[config.mk]
export PLATFORM = sky130hd
export DESIGN_NAME = keypad_scanner
export DESIGN_NICKNAME = d
export VERILOG_FILES = /design/src/rtl/keypad_scanner.sv
export SDC_FILE = /design/constraint.sdc
export NUM_CORES = 1
export LEC_CHECK = 0
export ABC_AREA = 0
export CAP_MARGIN = 20
export CORE_MARGIN = 2
export CORE_UTILIZATION = 30
export CTS_BUF_LIST = sky130_fd_sc_hd__clkbuf_4
export DETAILED_ROUTE_END_ITERATION = 8
export GPL_ROUTABILITY_DRIVEN = 0
export PLACE_DENSITY = 0.53
export SLEW_MARGIN = 10
export SYNTH_ARGS = -nofsm -noshare
export SYNTH_HDL_FRONTEND = slang
export SYNTH_SLANG_ARGS = --single-unit
[constraint.sdc]
create_clock -name clk -period 6.1 [get_ports clk]
set_clock_uncertainty 0.15 [all_clocks]
set_input_delay 1.525 -clock clk [delete_from_list [all_inputs] [get_ports clk]]
set_output_delay 1.525 -clock clk [all_outputs]
set_load 0.05 [all_outputs]
[src/rtl/keypad_scanner.sv]
// keypad_scanner: scans a 4x4 matrix keypad one row at a time, debounces
// press and release of a single key, and holds the captured one-hot
// row/column pair for the downstream one-hot keypad decoder.
module keypad_scanner #(
  parameter int SCAN_DIV        = 1000,
  parameter int DEBOUNCE_CYCLES = 20000
) (
  input  logic       clk,
  input  logic       reset,
  input  logic [3:0] col_in,
  output logic [3:0] row_drive,
  output logic [3:0] key_rows,
  output logic [3:0] key_cols,
  output logic       key_valid,
  output logic       key_held
);

  localparam int SCAN_W = (SCAN_DIV > 1) ? $clog2(SCAN_DIV) : 1;
  localparam int DEB_W  = (DEBOUNCE_CYCLES > 1) ? $clog2(DEBOUNCE_CYCLES) : 1;
  localparam logic [SCAN_W-1:0] SCAN_LAST = SCAN_W'(SCAN_DIV - 1);
  localparam logic [DEB_W-1:0]  DEB_LAST  = DEB_W'(DEBOUNCE_CYCLES - 1);

  typedef enum logic [1:0] {
    ST_SCAN,
    ST_DEBOUNCE,
    ST_HELD,
    ST_RELEASE
  } state_t;

  state_t            state_q, state_d;
  logic [3:0]        sync1_q, sync1_d;
  logic [3:0]        sync2_q, sync2_d;
  logic [3:0]        row_q, row_d;
  logic [SCAN_W-1:0] scan_cnt_q, scan_cnt_d;
  logic [DEB_W-1:0]  deb_cnt_q, deb_cnt_d;
  logic [3:0]        cap_row_q, cap_row_d;
  logic [3:0]        cap_col_q, cap_col_d;
  logic [3:0]        key_rows_q, key_rows_d;
  logic [3:0]        key_cols_q, key_cols_d;
  logic              key_valid_q, key_valid_d;
  logic              key_held_q, key_held_d;

  logic [3:0] col_sync;
  logic       col_onehot;
  logic       cap_bit;
  logic [3:0] row_next;

  // Derived views of the synchronized columns and the next row in rotation.
  always_comb begin
    col_sync   = sync2_q;
    col_onehot = (col_sync != 4'd0) && ((col_sync & (col_sync - 4'd1)) == 4'd0);
    cap_bit    = |(col_sync & cap_col_q);
    row_next   = {row_q[2:0], row_q[3]};
  end

  // Scan/debounce FSM: next state, counters, capture registers and key outputs.
  always_comb begin
    state_d     = state_q;
    sync1_d     = col_in;
    sync2_d     = sync1_q;
    row_d       = row_q;
    scan_cnt_d  = scan_cnt_q;
    deb_cnt_d   = deb_cnt_q;
    cap_row_d   = cap_row_q;
    cap_col_d   = cap_col_q;
    key_rows_d  = key_rows_q;
    key_cols_d  = key_cols_q;
    key_valid_d = 1'b0;
    key_held_d  = key_held_q;

    case (state_q)
      ST_SCAN: begin
        if (col_onehot) begin
          cap_row_d = row_q;
          cap_col_d = col_sync;
          deb_cnt_d = '0;
          state_d   = ST_DEBOUNCE;
        end else if (scan_cnt_q == SCAN_LAST) begin
          scan_cnt_d = '0;
          row_d      = row_next;
        end else begin
          scan_cnt_d = scan_cnt_q + 1'b1;
        end
      end

      ST_DEBOUNCE: begin
        if (col_sync == cap_col_q) begin
          if (deb_cnt_q == DEB_LAST) begin
            state_d     = ST_HELD;
            key_rows_d  = cap_row_q;
            key_cols_d  = cap_col_q;
            key_valid_d = 1'b1;
            key_held_d  = 1'b1;
          end else begin
            deb_cnt_d = deb_cnt_q + 1'b1;
          end
        end else begin
          state_d    = ST_SCAN;
          scan_cnt_d = '0;
        end
      end

      ST_HELD: begin
        if (!cap_bit) begin
          deb_cnt_d = '0;
          state_d   = ST_RELEASE;
        end
      end

      ST_RELEASE: begin
        if (cap_bit) begin
          state_d = ST_HELD;
        end else if (deb_cnt_q == DEB_LAST) begin
          state_d    = ST_SCAN;
          key_held_d = 1'b0;
          row_d      = row_next;
          scan_cnt_d = '0;
        end else begin
          deb_cnt_d = deb_cnt_q + 1'b1;
        end
      end

      default: begin
        state_d = ST_SCAN;
      end
    endcase
  end

  // State register with synchronous reset; reset aborts any state on the next edge.
  always_ff @(posedge clk) begin
    if (reset) begin
      state_q     <= ST_SCAN;
      sync1_q     <= 4'd0;
      sync2_q     <= 4'd0;
      row_q       <= 4'b0001;
      scan_cnt_q  <= '0;
      deb_cnt_q   <= '0;
      cap_row_q   <= 4'd0;
      cap_col_q   <= 4'd0;
      key_rows_q  <= 4'd0;
      key_cols_q  <= 4'd0;
      key_valid_q <= 1'b0;
      key_held_q  <= 1'b0;
    end else begin
      state_q     <= state_d;
      sync1_q     <= sync1_d;
      sync2_q     <= sync2_d;
      row_q       <= row_d;
      scan_cnt_q  <= scan_cnt_d;
      deb_cnt_q   <= deb_cnt_d;
      cap_row_q   <= cap_row_d;
      cap_col_q   <= cap_col_d;
      key_rows_q  <= key_rows_d;
      key_cols_q  <= key_cols_d;
      key_valid_q <= key_valid_d;
      key_held_q  <= key_held_d;
    end
  end

  assign row_drive = row_q;
  assign key_rows  = key_rows_q;
  assign key_cols  = key_cols_q;
  assign key_valid = key_valid_q;
  assign key_held  = key_held_q;

endmodule

==> tab_implementation.tex, run 1 <==
\begin{tabular}{lr}
\hline
Metric & Value \\
\hline
\multicolumn{2}{l}{\textbf{Synth}} \\
\quad Most used DFF post-synth & dfxtp\_1 \\
\quad Syn Area/Cell & just over 9 um\^{}2 \\
\quad Area share of the largest cell type after synthesis & 0.426 \\
\quad Post-synthesis share of cell area spent on xor and xnor gates & 0.00654 \\
\quad Dominant cell type by area after synthesis & dfxtp\_1 \\
\quad Cell count after synthesis & between 200 and 300 \\
\quad Share of flip-flops with an asynchronous set or reset & 0 \\
\quad Yosys warning count & 0 \\
\quad Register area share after synthesis & 0.426 \\
\quad Mux contribution to synthesized area & 0.0747 \\
\quad Flop and latch count out of synthesis & 57 \\
\quad Number of distinct library cells after synthesis & 53 \\
\quad Cell with the most instances after synthesis & dfxtp\_1 \\
\quad Largest family of logic cells by synthesized area & simple AND/OR/NAND/NOR gates \\
\quad Synthesized-area fraction occupied by ao, oa, aoi and oai cells & 0.179 \\
\quad Cell types with the largest area share after synthesis & dfxtp\_1, mux2i\_1, nor2\_1, nand3\_1, nand2\_1 \\
\quad Synth Cell Area & 2680 um\^{}2 \\
\quad Simple logic cell fraction of the synthesized area & 0.252 \\
\quad Post-synthesis share of cell area spent on full adders, half adders and majority gates & 0.0280 \\
\quad Most common library cells after synthesis & dfxtp\_1, nor2\_1, nand2\_1 \\
\quad Number of synthesized flops with an enable pin & 0 \\
\quad Syn\_nets & 306 \\
\multicolumn{2}{l}{\textbf{Final layout}} \\
\quad Antenna diode count & 0 \\
\quad Area taken by flip-flops and latches & 1140 um\^{}2 \\
\quad Total of fill cells in the finished design & approximately 940 \\
\quad Layout overhead on the synthesized area & 16.5\% \\
\quad Multi-input logic area & 1450 um\^{}2 \\
\quad Share of cells above drive strength 1 & 0.0889 \\
\quad Non-filler instance count after layout & 423 \\
\quad Number of nets in the layout & 322 \\
\multicolumn{2}{l}{\textbf{Routing}} \\
\quad Routed len/inst & 13.8 um \\
\quad WL met1 & 2.87 mm \\
\quad Overall via count from detail\_route & 2253 \\
\quad Count of nets left with antenna violations after detail routing & 0 \\
\quad Overall routed net length & 5.85 mm \\
\quad Top routing layer in use & met4 \\
\quad Iter 0 DRT Violations & 108 \\
\quad Vias per inst & 5.33 \\
\quad Residual DRC & 0 \\
\quad Met3 layer wire length in the routed design & 278 um \\
\quad Number of iterations in the first detailed-routing pass & 4 \\
\quad DR WL met2 & 2.59 mm \\
\multicolumn{2}{l}{\textbf{Place}} \\
\quad HPWL after detailed placement & 3.98 mm \\
\quad Cell Count Post-Placement & 407 \\
\quad Worst setup slack before clock tree synthesis & 2.55 ns \\
\quad Number of port buffers & 19 \\
\multicolumn{2}{l}{\textbf{Critical path}} \\
\quad CP max stage delay & 0.84 ns \\
\quad Sort of element at the end of the critical path & output pin \\
\quad Crit-path cells & clkdlybuf4s50\_1 \\
\quad Slack of the worst reg-to-reg path & $\sim$3.3 ns \\
\quad Crit Path Max Fanout & 4 \\
\quad Worst path buffer plus inverter count & 1 \\
\quad CP Class & flop to output pin \\
\quad Arrival time worst endpoint & 1.66 ns \\
\quad CP Launch Point & row\_drive[3] \\
\quad R2r startpoint & col\_sync[1] \\
\quad Logic depth of the worst register-to-register path & 5 \\
\quad Category of the worst setup path launch point & flop \\
\quad CP max stage cell & clkdlybuf4s50\_1 \\
\quad Top cell family by delay on the critical path & buffers and inverters \\
\quad Capture point of the critical path & row\_drive[3] \\
\quad Logic depth of the worst setup path including buffers & 1 \\
\quad R2r endpoint & scan\_cnt\_q[6] \\
\quad Required time of the critical path & 4.43 ns \\
\multicolumn{2}{l}{\textbf{Clocking}} \\
\quad Setup Fix Bufs, Post-CTS & 0 \\
\quad Clock slew at reported path FFs & approximately 0.10 ns \\
\quad Number of buffers created by CTS & 9 \\
\quad CTS Root Cell & clkbuf\_4 \\
\quad CTS Hold Bufs & 0 \\
\quad Clock tree from TritonCTS & yes \\
\quad Clock Tree Buf Depth & 2 \\
\quad Clk sinks & 57 \\
\quad \# resized after CTS & 0 \\
\quad Clock insertion delay at the later pin of the skew report & 0.41 ns \\
\quad H-Tree Depth & 3 \\
\multicolumn{2}{l}{\textbf{Die}} \\
\quad Core region area & 8680 um\^{}2 \\
\quad Die height & 98.5 um \\
\quad Starting density of the core & 0.309 \\
\quad Count of pins on the block boundary & 20 \\
\quad FP Rows & 34 \\
\quad Die X & 98.5 um \\
\quad Full die area & 9700 um\^{}2 \\
\multicolumn{2}{l}{\textbf{Timing}} \\
\quad Min Tclk post-route & 3.33 ns \\
\quad Achievable Freq & about 300 MHz \\
\quad Worst Slack Setup Final & 2.77 ns \\
\quad Final setup violation count & 0 \\
\quad Slew Limit Headroom & 0.345 \\
\quad Worst hold margin & 0.292 ns \\
\quad Setup TNS Final & 0 ns \\
\quad Fraction of the cycle the final worst path needs & 0.546 \\
\quad Number of failing hold endpoints at the final stage & 0 \\
\quad Tightest Pin Transition & about 0.98 ns \\
\quad RSZ-0062 raised after global routing & no \\
\quad Max-slew violation total from the final report & 0 \\
\multicolumn{2}{l}{\textbf{Hold path}} \\
\quad Worst hold stages & 1 \\
\quad Hold/Removal Path Class & flop to flop \\
\multicolumn{2}{l}{\textbf{Power}} \\
\quad P\_leak & 1.19 nW \\
\quad Tot Pwr & just over 0.8 mW \\
\quad Worst ir drop on vdd & 0.115 mV \\
\quad Power density of the placed cells & 265 nW/um\^{}2 \\
\multicolumn{2}{l}{\textbf{GRT}} \\
\quad Number of global-route vias before repair & 2080 \\
\quad Initial antenna violation count & 0 \\
\quad Global-route congestion overflow total & 0 \\
\quad First-pass GRT wire length & 10.2 mm \\
\quad Maximum number of pins on one net before global-route repair & 54 \\
\quad Overall track demand over capacity in global routing & 0.132 \\
\multicolumn{2}{l}{\textbf{Status}} \\
\quad Outcome & complete, no violations \\
\multicolumn{2}{l}{\textbf{Job}} \\
\quad Number of maximum-capacitance violations & 0 \\
\hline
\end{tabular}
[power breakdown]
group	internal [mW]	switching [mW]
logic	0.0287	0.0532
registers	0.381	0.00833
clock network	0.210	0.144
[area by class of cell]
cell class	count	area share
clock buffers	10	0.0241
well taps	108	0.0433
clock inverters	6	0.0341
repair buffers	21	0.0642
flip-flops and latches	57	0.366
multi-input cells	217	0.464
inverters	4	0.00481
[kinds of logic (layout without fill, tap and decap cells)]
kind of cell,after synthesis,after routing
compound gates,63,63
simple gates,126,126
fa+ha+maj,6,6
mux,20,20
buf+inv,20,41
flops,57,57
xor+xnor,2,2
[registers in the layout, summed over array words and instances (netlist names)]
name	count
row_drive	4
key_held	1
col_sync	4
state_q	2
key_valid	1
scan_cnt_q	10
key_cols	4
cap_row_q	4
key_rows	4
deb_cnt_q	15
cap_col_q	4
sync1_q	4
[layer usage]
metal  GRT usage  vias to the layer above
met5           0                        -
met3      0.0475                       12
met1       0.179                     1067
li1            -                     1136
met4      0.0516                        0
met2       0.193                       38
[cells in the final DEF (no fill, tap or decap), types with 3 or more instances in the layout]
master            n
nor2b_1           9
a31oi_1           6
or4_1             5
and3_1            5
nor2_1           29
a21oi_1          11
mux2i_1          20
nor3_1            6
inv_1             3
bufinv_16         3
dfxtp_1          57
clkdlybuf4s50_1  18
nand4_1           4
nand3_1          20
o211ai_1          8
and4_1            4
a211oi_1          3
nand2b_1          4
clkbuf_4         10
nand2_1          25
a311oi_1          9
and2_1            3
ha_1              6
o21ai_0           6
nor4_1            3
[worst reg2reg max path, stage by stage (launching register included)]
cell      delay [ns]
dfxtp_1         0.42
xnor2_1         0.10
o311ai_1        0.63
nand2_1         0.60
and2_1          0.44
a311oi_1        0.32
[stage by stage]
stage          area, um^2   util
2_1_floorplan        2680      -
3_3_place_gp         2940  0.339
3_5_place_dp         2940  0.339
4_1_cts              3120  0.360
5_1_grt              3120  0.360
6_report             3120  0.360
[worst min path at each step]
stage | startpoint | to | slack [ns]
floorplan | sync1_q[0] | col_sync[0] | 0.26
global placement | sync1_q[0] | col_sync[0] | 0.27
detailed placement | sync1_q[3] | col_sync[3] | 0.28
CTS | sync1_q[1] | col_sync[1] | 0.30
global route | sync1_q[2] | col_sync[2] | 0.31
finish | sync1_q[1] | col_sync[1] | 0.29
Note: power is estimated with default switching activity, not from simulation.
==> run 2: changes to the inputs <==
PLACE_DENSITY = 0.55   (was 0.53)
clock period = 2.8 ns   (was 6.1 ns; I/O delays follow)
==> run 2 against run 1 <==
  * Sequential share of layout area is 0.20 points lower
  * Total power rose by 110%
  * Routed wire length rose by 2.2%
  * Core utilization is 0.20 points higher
  * Count of clock-buffer cells in the layout fell by 1
  * Final cell count rose by 1.2%
  * Hold slack worse by 0.0010 ns
  * Cell area is 0.56% higher
  * Largest power group unchanged
  * Highest routed layer unchanged
==> tab_implementation.tex, run 2 (same netlist as run 1, synthesis figures left out) <==
\begin{tabular}{lr}
\hline
Metric & Value \\
\hline
\multicolumn{2}{l}{\textbf{Status}} \\
\quad Outcome & complete, no violations \\
\multicolumn{2}{l}{\textbf{Power}} \\
\quad Power density of the placed cells & 551 nW/um\^{}2 (+110\%) \\
\quad Tot Pwr & 1.73 mW (+110\%) \\
\quad Share of total power in sequential cells & 0.493 (+0.022) \\
\quad Clock share of power & 0.402 (-0.027) \\
\quad P\_leak & 1.20 nW (+0.99\%) \\
\quad Combinational share of power & 0.106 (+0.007) \\
\quad Internal Pwr Total & 1.26 mW (+100\%) \\
\quad Share of total power consumed by net switching & 0.272 (+0.0224) \\
\quad Worst ir drop on vdd & 0.241 mV (+110\%) \\
\quad Switching power summed over all nets & 0.470 mW (+130\%) \\
\multicolumn{2}{l}{\textbf{Clocking}} \\
\quad Clock Tree Buf Depth & 2 (unchanged) \\
\quad \# resized after CTS & 0 (unchanged) \\
\quad Clk sinks & 57 (unchanged) \\
\quad Clock tree from TritonCTS & yes \\
\quad Setup Fix Bufs, Post-CTS & 0 (unchanged) \\
\quad Number of buffers created by CTS & 9 (unchanged) \\
\quad H-Tree Depth & 3 (unchanged) \\
\quad Clock slew at reported path FFs & 0.11 ns (about the same) \\
\quad CTS Root Cell & clkbuf\_4 \\
\quad CTS Hold Bufs & 0 (unchanged) \\
\quad Clock insertion delay at the later pin of the skew report & 0.41 ns (about the same) \\
\multicolumn{2}{l}{\textbf{Routing}} \\
\quad Met3 layer wire length in the routed design & 219 um (-21\%) \\
\quad Count of nets left with antenna violations after detail routing & 0 (unchanged) \\
\quad Top routing layer in use & met4 \\
\quad Number of iterations in the first detailed-routing pass & 4 (unchanged) \\
\quad Overall via count from detail\_route & 2296 (+1.9\%) \\
\quad Routed len/inst & 14.0 um (+1.0\%) \\
\quad Iter 0 DRT Violations & 102 (-5.6\%) \\
\quad Residual DRC & 0 (unchanged) \\
\quad WL met1 & 2.87 mm (about the same) \\
\quad DR WL met2 & 2.79 mm (+7.5\%) \\
\quad Vias per inst & 5.36 (+0.72\%) \\
\quad Overall routed net length & 5.98 mm (+2.2\%) \\
\multicolumn{2}{l}{\textbf{Place}} \\
\quad HPWL after detailed placement & 4.16 mm (+4.5\%) \\
\quad Number of port buffers & 19 (unchanged) \\
\quad DP Area & 2980 um\^{}2 (+1.3\%) \\
\multicolumn{2}{l}{\textbf{GRT}} \\
\quad Initial antenna violation count & 0 (unchanged) \\
\quad First-pass GRT wire length & 10.4 mm (+1.4\%) \\
\quad Number of global-route vias before repair & 2232 (+7.3\%) \\
\quad Overall track demand over capacity in global routing & 0.132 (-0.000684) \\
\quad Global-route congestion overflow total & 0 (unchanged) \\
\quad Maximum number of pins on one net before global-route repair & 35 (-35\%) \\
\multicolumn{2}{l}{\textbf{Final layout}} \\
\quad Total of fill cells in the finished design & 928 (-1.7\%) \\
\quad Regs by FF count & deb\_cnt\_q: 15 flops, scan\_cnt\_q: 10 flops \\
\quad Multi-input logic area & 1450 um\^{}2 (unchanged) \\
\quad Final cell area excluding filler cells & 3140 um\^{}2 (+0.56\%) \\
\quad Most flops, register & deb\_cnt\_q \\
\quad Antenna diode count & 0 (unchanged) \\
\quad Share of cells above drive strength 1 & 0.106 (+0.0174) \\
\quad Leading cell type in the layout, fill and taps excluded & dfxtp\_1 \\
\quad Number of flip-flops under the largest register name & 15 (unchanged) \\
\quad Layout overhead on the synthesized area & 17.1\% \\
\quad Core Util, Final & 0.362 (+0.00202) \\
\quad Commonest cells after routing, fill and taps aside & dfxtp\_1, nor2\_1, nand2\_1 \\
\quad Area taken by flip-flops and latches & 1140 um\^{}2 (unchanged) \\
\quad Number of nets in the layout & 327 (+1.6\%) \\
\multicolumn{2}{l}{\textbf{Critical path}} \\
\quad Category of the worst setup path launch point & flop \\
\quad Sort of element at the end of the critical path & flop \\
\quad Arrival time worst endpoint & 2.71 ns (+1.05 ns) \\
\quad CP Class & flop to flop \\
\quad Crit Path Max Fanout & 9 (+5) \\
\quad Required time of the critical path & 2.97 ns (-1.46 ns) \\
\multicolumn{2}{l}{\textbf{Die}} \\
\quad FP Rows & 34 (unchanged) \\
\quad Count of pins on the block boundary & 20 (unchanged) \\
\quad Die height & 98.5 um (unchanged) \\
\quad Full die area & 9700 um\^{}2 (unchanged) \\
\quad Core region area & 8680 um\^{}2 (unchanged) \\
\quad Die X & 98.5 um (unchanged) \\
\quad Starting density of the core & 0.309 (unchanged) \\
\multicolumn{2}{l}{\textbf{Timing}} \\
\quad Final setup violation count & 0 (unchanged) \\
\quad Max-slew violation total from the final report & 0 (unchanged) \\
\quad Achievable Freq & a little under 400 MHz \\
\quad RSZ-0062 raised after global routing & no \\
\quad Setup TNS Final & 0 ns (unchanged) \\
\quad Number of failing hold endpoints at the final stage & 0 (unchanged) \\
\quad Tightest Pin Transition & 0.730 ns (-0.252 ns) \\
\quad Slew Limit Headroom & 0.506 (+0.160) \\
\quad Worst hold margin & 0.291 ns (-0.00103 ns) \\
\quad Min Tclk post-route & 2.54 ns \\
\quad Fraction of the cycle the final worst path needs & 0.908 \\
\multicolumn{2}{l}{\textbf{Job}} \\
\quad Number of maximum-capacitance violations & 0 (unchanged) \\
\multicolumn{2}{l}{\textbf{Hold path}} \\
\quad Hold/Removal Path Class & flop to flop \\
\hline
\end{tabular}
[run 2: cell count changes in the layout (fill, tap and decap cells not counted)]
cell        before  now
buf_4            2    7
bufinv_16        3    2
clkbuf_4        10    9
clkinv_1         2    1
clkinv_2         1    2
clkinvlp_4       1    2
inv_6            0    1
[run 2: final timing paths]
check,from,end,slack [ns],depth (start not counted)
worst min-delay path,sync1_q[3],col_sync[3],0.29,1
worst max-delay path,col_sync[1],deb_cnt_q[2],0.26,6
worst min register to register,sync1_q[3],col_sync[3],0.29,1
worst max register to register,col_sync[1],deb_cnt_q[2],0.26,6
[run 2: metal layers]
metal,global-route usage,vias to the layer above
li1,-,1150
met1,0.166,1098
met2,0.209,37
met3,0.0390,11
met4,0.0580,0
met5,0,-
[run 2: stage by stage]
step | setup slack, ns | cells
after detailed placement | 0.269 | 412
final | 0.258 | 428
after global placement | 0.326 | 412
after CTS | 0.248 | 428
after floorplan | 0.502 | 294
after global routing | 0.0535 | 428
[run 2: power by group through the flow]
| stage | registers [mW] | clock network, mW | logic, mW |
|---|---|---|---|
| 2_1_floorplan | 0.865 | 0 | 0.139 |
| 3_3_place_gp | 0.870 | 0 | 0.180 |
| 3_5_place_dp | 0.870 | 0 | 0.183 |
| 4_1_cts | 0.851 | 0.715 | 0.185 |
| 5_1_grt | 0.854 | 0.746 | 0.203 |
| 6_report | 0.851 | 0.694 | 0.183 |
[run 2: worst max-delay path, stage by stage, from the launching register on]
cell,delay [ns]
dfxtp_1,0.41
ha_1,0.27
or4_4,0.57
o22ai_4,0.30
and2_1,0.38
a21oi_1,0.12
a311oi_1,0.26
[run 2: final cells by class]
type / count / share of cell area
clock buffer: 9 / 0.0215
clock inverter: 7 / 0.0299
inverter: 4 / 0.00478
multi-input combinational: 217 / 0.461
sequential: 57 / 0.364
tap: 108 / 0.0431
timing repair buffer: 26 / 0.0758
